File: src/rtl/deser_pkg.sv
// deser_pkg: shared states, frame defaults and line levels for the serial link
// Ports: none (package)
package deser_pkg;
    typedef enum logic [1:0] {HUNT, IDLE, DATA, STOP} state_t;
    localparam int DEF_WIDTH = 32;
    localparam int DEF_N_WORDS = 8;
    localparam logic START_BIT = 1'b1;
    localparam logic STOP_BIT = 1'b0;
    localparam logic LINE_IDLE = 1'b0;
endpackage

File: src/rtl/deser_frame_ctrl.sv
// deser_frame_ctrl: framing FSM and bit/word counters for the deserializer
// Ports: clk/rst, serial_i, enable_i in; shift_en_o, load_o (good stop),
//        frame_err_o (registered pulse), busy_o, bit_count_o, word_count_o out
module deser_frame_ctrl
    import deser_pkg::*;
#(
    parameter int WIDTH = DEF_WIDTH,
    parameter int N_WORDS = DEF_N_WORDS,
    parameter int CW = $clog2(WIDTH),
    parameter int WW = $clog2(N_WORDS)
) (
    input  logic          clk,
    input  logic          rst,
    input  logic          serial_i,
    input  logic          enable_i,
    output logic          shift_en_o,
    output logic          load_o,
    output logic          frame_err_o,
    output logic          busy_o,
    output logic [CW-1:0] bit_count_o,
    output logic [WW-1:0] word_count_o
);
    state_t state_q, state_d;
    logic [CW-1:0] bit_q, bit_d;
    logic [WW-1:0] word_q, word_d;
    logic frame_err_q;
    logic last_bit, last_word;

    assign last_bit = bit_q == CW'(WIDTH - 1);
    assign last_word = word_q == WW'(N_WORDS - 1);

    always_comb begin
        state_d = state_q;
        bit_d = bit_q;
        word_d = word_q;
        case (state_q)
            HUNT: state_d = serial_i == LINE_IDLE ? IDLE : HUNT;
            IDLE: if (enable_i && serial_i == START_BIT) begin
                state_d = DATA;
                bit_d = '0;
                word_d = '0;
            end
            DATA: begin
                // counters return to zero on the final bit so they read 0 in STOP
                bit_d = last_bit ? '0 : bit_q + 1'b1;
                word_d = last_bit ? (last_word ? '0 : word_q + 1'b1) : word_q;
                state_d = last_bit && last_word ? STOP : DATA;
            end
            STOP: state_d = serial_i == STOP_BIT ? IDLE : HUNT;
            default: state_d = HUNT;
        endcase
    end

    always_ff @(posedge clk or posedge rst) begin
        if (rst) begin
            state_q <= HUNT;
            bit_q <= '0;
            word_q <= '0;
            frame_err_q <= 1'b0;
        end else begin
            state_q <= state_d;
            bit_q <= bit_d;
            word_q <= word_d;
            frame_err_q <= state_q == STOP && serial_i != STOP_BIT;
        end
    end

    assign shift_en_o = state_q == DATA;
    assign load_o = state_q == STOP && serial_i == STOP_BIT;
    assign busy_o = state_q == DATA || state_q == STOP;
    assign frame_err_o = frame_err_q;
    assign bit_count_o = bit_q;
    assign word_count_o = word_q;
endmodule

File: src/rtl/deserializer_unit_cell.sv
// deserializer_unit_cell: start-bit framed serial receiver with VALID/ACK output
// Ports: CLK, RESET (async high), SERIAL_IN, ENABLE, ACK in;
//        PAR_OUT (word 1 in MSBs), VALID, OVERRUN, FRAME_ERR, BUSY,
//        BIT_COUNT, WORD_COUNT out
module deserializer_unit_cell
    import deser_pkg::*;
#(
    parameter int WIDTH = DEF_WIDTH,
    parameter int N_WORDS = DEF_N_WORDS,
    localparam int CW = $clog2(WIDTH),
    localparam int WW = $clog2(N_WORDS),
    localparam int NB = N_WORDS * WIDTH
) (
    input  logic          CLK,
    input  logic          RESET,
    input  logic          SERIAL_IN,
    input  logic          ENABLE,
    input  logic          ACK,
    output logic [NB-1:0] PAR_OUT,
    output logic          VALID,
    output logic          OVERRUN,
    output logic          FRAME_ERR,
    output logic          BUSY,
    output logic [CW-1:0] BIT_COUNT,
    output logic [WW-1:0] WORD_COUNT
);
    logic [NB-1:0] sr_q, par_q;
    logic valid_q, valid_d, overrun_q, overrun_d;
    logic shift_en, load;

    deser_frame_ctrl #(.WIDTH(WIDTH), .N_WORDS(N_WORDS), .CW(CW), .WW(WW)) u_ctrl (
        .clk(CLK),
        .rst(RESET),
        .serial_i(SERIAL_IN),
        .enable_i(ENABLE),
        .shift_en_o(shift_en),
        .load_o(load),
        .frame_err_o(FRAME_ERR),
        .busy_o(BUSY),
        .bit_count_o(BIT_COUNT),
        .word_count_o(WORD_COUNT)
    );

    // a load always leaves VALID high; ACK only clears when nothing new arrives
    assign valid_d = load || (valid_q && !ACK);
    // overrun sets only when unconsumed data is replaced without an ACK on that edge
    assign overrun_d = (load && valid_q && !ACK) || (overrun_q && !(valid_q && ACK));

    always_ff @(posedge CLK or posedge RESET) begin
        if (RESET) begin
            sr_q <= '0;
            par_q <= '0;
            valid_q <= 1'b0;
            overrun_q <= 1'b0;
        end else begin
            if (shift_en) sr_q <= {sr_q[NB-2:0], SERIAL_IN};
            if (load) par_q <= sr_q;
            valid_q <= valid_d;
            overrun_q <= overrun_d;
        end
    end

    assign PAR_OUT = par_q;
    assign VALID = valid_q;
    assign OVERRUN = overrun_q;
endmodule
File: config.mk
export PLATFORM = sky130hd
export DESIGN_NAME = deserializer_unit_cell
export DESIGN_NICKNAME = d
export VERILOG_FILES = /design/src/rtl/deser_pkg.sv /design/src/rtl/deser_frame_ctrl.sv /design/src/rtl/deserializer_unit_cell.sv
export SDC_FILE = /design/constraint.sdc
export NUM_CORES = 1
export LEC_CHECK = 0
export ABC_AREA = 1
export CELL_PAD_IN_SITES_DETAIL_PLACEMENT = 1
export CELL_PAD_IN_SITES_GLOBAL_PLACEMENT = 2
export CORE_ASPECT_RATIO = 0.75
export CORE_UTILIZATION = 37
export CTS_BUF_LIST = sky130_fd_sc_hd__clkbuf_4 sky130_fd_sc_hd__clkbuf_8 sky130_fd_sc_hd__clkbuf_16
export CTS_CLUSTER_SIZE = 14
export DETAILED_ROUTE_END_ITERATION = 7
export PLACE_DENSITY = 0.91
export SYNTH_ARGS = -nofsm -noshare
export SYNTH_HDL_FRONTEND = slang
export SYNTH_SLANG_ARGS = --single-unit
export TNS_END_PERCENT = 10
File: constraint.sdc
create_clock -name CLK -period 31.9 [get_ports CLK]
set_input_delay 6.38 -clock CLK [delete_from_list [all_inputs] [get_ports CLK]]
set_output_delay 6.38 -clock CLK [all_outputs]
set_load 0.01 [all_outputs]
## Word level (Yosys, flattened, before mapping)

Cells that the tools add are included.

- Register bits after elaboration: 525
- Bits of input ports: 5

- Add/subtract/negate cells: 2
- Equality and inequality tests: 7
- Multiplexer cells: 11
- Bitwise operators: 1
- Reductions and logical operators: 19

Operators by type and width:

| kind | number |
|---|---|
| 2-to-1 mux 5 bit | 2 |
| one-hot mux 5 bit (2 select lines) | 1 |
| logical AND 1 bit | 9 |
| 2-to-1 mux 3 bit | 3 |
| one-hot mux 2 bit (3 select lines) | 1 |
| one-hot mux 3 bit (2 select lines) | 1 |
| adder 5 x 1 -> 5 bit, second input constant | 1 |
| == test 5 bit, second input constant | 1 |
| == test 2 bit, second input constant | 2 |
| inequality test 2 x 1 -> 1 bit, second input constant | 2 |
| adder 3 x 1 -> 3 bit, second input constant | 1 |
| == test 3 bit, second input constant | 1 |
| logical OR 1 bit | 3 |
| AND reduction 3 bit | 1 |
| == test 2 x 1 -> 1 bit, second input constant | 1 |
| zero test 1 bit | 2 |
| zero test 2 bit | 1 |
| 2-to-1 mux 1 bit | 2 |
| 2-to-1 mux 2 bit | 1 |
| AND reduction 2 bit | 1 |
| nonzero test 2 bit | 1 |
| OR reduction 2 bit | 1 |
| NOT 1 bit | 1 |

## Depth between registers and ports, before layout

- Depth in word-level cells: 5
- Depth in mapped cells: 10
- Mapped depth without buffers: 9

## Hierarchy

Synthesis repeated with hierarchy kept, for this count alone.

- Cell total of the unflattened synthesis: 2,253
- Area total of the unflattened synthesis: 20,343.3 µm²

By module, submodules not included:

| module | times used | cells each | area an instance (µm²) | seq. area each (µm²) |
|---|---|---|---|---|
| deserializer_unit_cell | 1 | 2,173 | 19,662.6 | 12,862.3 |
| deser_frame_ctrl | 1 | 80 | 680.7 | 275.3 |

## Least setup slack after synthesis

Ideal clock, no wire load.

- Kind: reg2out
- From: reg u_ctrl.state_q[0]
- To: out BUSY
- Arrival: 1.040 ns
- Required time: 25.520 ns
- Slack: 24.480 ns
- Stages on the path, launching flop included: 7
- Cell sequence: dfrtp_1 inv_1 ha_1 buf_2 buf_4 inv_1 nand2_1

- Longest elaborated chain between the ends: 2

RTL lines:

| element | line | text |
|---|---|---|
| start, declared | deser_frame_ctrl.sv:23 | `state_t state_q, state_d;` |
| start signal, assigned | deser_frame_ctrl.sv:61 | `state_q <= state_d;` |
| == test 2 bit | deser_frame_ctrl.sv:70 | `assign busy_o = state_q == DATA \|\| state_q == STOP;` |
| logical OR 1 bit * | deser_frame_ctrl.sv:70 |  |
| end, declared | deserializer_unit_cell.sv:23 | `output logic BUSY,` |

Mark *: on every way between the ends. The rest lies on a longest branch, timed or not.

==> results.toml <==
[yosys]
syn_area_um2 = 19700
synth_top_cells_by_count = "541 x nand2_1, 525 x dfrtp_1, 500 x o21ai_0"
synth_ff_type = "dfrtp_1"
synthCells = 1994
postSynthAreaPerCell_um2 = 9.89
synth_cell_types = 19
ys_async_sr_fraction_pct = 100
syn_nets = 2006
synth_edf_count = 0
synth_top_area_share_pct = 66.6
synth_sequential_area_ratio_pct = 66.6
synthTopCellsByArea = "dfrtp_1 67%, o21ai_0 13%, nand2_1 10%"
ys.warnings.count = 0
synth.most_common_cell = "nand2_1"
yosys.area.top_type = "dfrtp_1"
ys_seq_elements = 525

[clock_network]
cts_buffers = 52
numClockSinks = 525
cts_resized = 0
cts_root_buf = "clkbuf_16"
htree_levels = 2
path_clk_slew_ns = 0.06
post_cts.repair.setup_buffers = 0
clock_latency_ns = 0.59
postCtsHoldBufs = 0
cts_max_path_buffers = 3
cts_tree = "built"

[routing]
drtIter0Drc = 1083
num_vias = 13907
first_pass_iters = 5
viasPerCell = 4.69
ant_nets = 0
finalWirelength_mm = 47.3
drc = 0
post_drt_wl_per_cell_um = 16.0

[global_route]
grt_overflow = 0
grt_pass1_wl_mm = 79.1
grt_pass1_vias = 14876
grt_antenna_before_repair = 0
grt_max_degree = 247
grt_usage_pct = 17.9

[setup_path]
required_ns = 32.48
worstSetupPathType = "primary input to async pin"
reg2reg_slack_ns = 28.33
rr_endpoint = "sr_q[138]"
slowest_delay_ns = 0.89
cp-end-kind = "async pin"
worst-r2r-cell-count = 6
worst_r2r_startpoint = "u_ctrl.state_q[0]"
crit_path_top_delay_cell = "buf_4"
crit_chain = "clkdlybuf4s50_1, inv_8, buf_4, buf_4, buf_12"
crit_top_cell = "buf_4"
start_kind = "primary input"
cp.arrival_ns = 10.01
worst-path-max-fanout = 149

[placed_design]
place_area_um2 = 22700
hpwl_mm = 30.1
portBuffers = 272
gp_congestion = 0.745

[final_layout]
syn2layout_area_growth_pct = 24.2
drive_gt1_share_pct = 5.44
multi_input_area_um2 = 4850
fillers = 5874
antenna_cells = 0
final-seq-area_um2 = 13100
final_nets = 2229
fin_area_um2 = 24500

[power]
cellLeakagePower_nw = 10.7
pwr-share-clk_pct = 26.7
comb_power_share_pct = 31.9
irDropWorstVdd_v = 0.0000459
switching_power_w = 0.000776
power_frac_seq_pct = 41.4
power.internal_w = 0.00155
switching_share_pct = 33.4
p_per_area_nw_per_um2 = 94.9

[status]
outcome = "finished, final reports clean"

[timing]
clock.fmax_mhz = 106
period_minus_slack_ns = 9.43
setup_viol = 0
skew_ns = 0.0248
tightest_slew_ns = 1.17
finalCritPeriodShare_pct = 29.6
rsz0062_at_grt = "no"
hold_viol_final = 0
fin_setup_tns_ns = 0
relSlewSlack_pct = 22.0
drv_slew = 0

[floorplanning]
die-area_um2 = 54200
coreArea_um2 = 52100
io-pin-count = 273
start_util_pct = 37.9
num_rows = 72
die_width_um = 269
dieHeight_um = 202

[min_path]
min_to = "sr_q[68]"
hold_depth = 2
min_from = "sr_q[67]"
hold_path_class = "flop to flop"

[flow_run]
cap_violations = 0
-- registers in the layout, indices dropped and copies added, names as in the netlist --
register,count
sr_q,256
VALID,1
u_ctrl.frame_err_o,1
OVERRUN,1
u_ctrl.state_q,2
u_ctrl.bit_count_o,5
u_ctrl.word_count_o,3
PAR_OUT,256
-- worst max-delay path, delay by kind of cell --
| family | cells | cell delay (ns) |
|---|---|---|
| buffers and inverters | 5 | 3.27 |
-- logic make-up after synthesis --
family	Yosys count	share of synthesized area, %
AOI/OAI and AO/OA	522	13.5
adders and majority gates	7	0.444
buffers and inverters	386	8.81
DFF	525	66.6
and+or+nand+nor	554	10.6
-- area by class of cell --
cell class	count	share of cell area (%)
Clock inverter	26	0.899
Inverter	272	4.23
Sequential cell	525	53.7
Tap cell	703	3.59
Timing Repair Buffer	283	11.6
Clock buffer	71	6.25
Multi-Input combinational cell	1083	19.8
-- routing by layer --
layer	GRT usage, %	up-vias	wire (um)
li1	-	6667	-
met1	24.8	6938	21600
met2	28.6	221	22600
met3	3.22	81	1940
met4	5.50	0	1160
met5	0	-	0
-- cells in the final DEF, fill, tap and decap left out --
| cell | instances |
|---|---|
| buf_12 | 2 |
| clkbuf_8 | 11 |
| clkinvlp_4 | 3 |
| clkdlybuf4s50_1 | 272 |
| o21ai_2 | 10 |
| ha_1 | 6 |
| nor2_2 | 1 |
| inv_6 | 2 |
| o211ai_2 | 1 |
| nand3_1 | 6 |
| dfrtp_1 | 525 |
| clkbuf_4 | 7 |
| a22oi_1 | 1 |
| nor2_1 | 6 |
| bufinv_16 | 3 |
| clkbuf_16 | 53 |
| ha_4 | 1 |
| o21ai_0 | 500 |
| inv_1 | 270 |
| o21ai_1 | 10 |
| clkinv_2 | 18 |
| inv_8 | 2 |
| nand2_1 | 541 |
| buf_4 | 9 |
-- stage by stage --
| step | utilization, % | hold slack, ns | instances | total power (W) | worst slack, ns |
|---|---|---|---|---|---|
| 2_1_floorplan | - | 0.450 | 1994 | 0.00129 | 10.85 |
| 3_3_place_gp | 43.7 | 0.461 | 2866 | 0.00169 | 21.78 |
| 6_report | 47.0 | 0.479 | 2963 | 0.00232 | 22.47 |
| 5_1_grt | 47.0 | 0.509 | 2963 | 0.00247 | 21.93 |
| 4_1_cts | 47.0 | 0.482 | 2963 | 0.00236 | 22.34 |
| 3_5_place_dp | 43.7 | 0.469 | 2866 | 0.00173 | 21.71 |
-- worst max-delay path by stage --
| stage | from | to | slack (ns) | cells after the start |
|---|---|---|---|---|
| after floorplan | RESET | OVERRUN | 10.85 | 1 |
| after global placement | RESET | PAR_OUT[237] | 21.78 | 5 |
| after detailed placement | RESET | PAR_OUT[219] | 21.71 | 5 |
| after CTS | RESET | PAR_OUT[237] | 22.34 | 5 |
| after global routing | RESET | sr_q[229] | 21.93 | 5 |
| final | RESET | PAR_OUT[232] | 22.47 | 5 |
-- power groups by stage --
stage / combinational (W) / sequential, W / clock, W
detailed placement: 0.000752 / 0.000974 / 0
global placement: 0.000726 / 0.000967 / 0
floorplan: 0.000276 / 0.00101 / 0
CTS: 0.000757 / 0.000966 / 0.000642
global route: 0.000819 / 0.000984 / 0.000666
finish: 0.000741 / 0.000962 / 0.000622
Power figures use the tool's default switching activity.
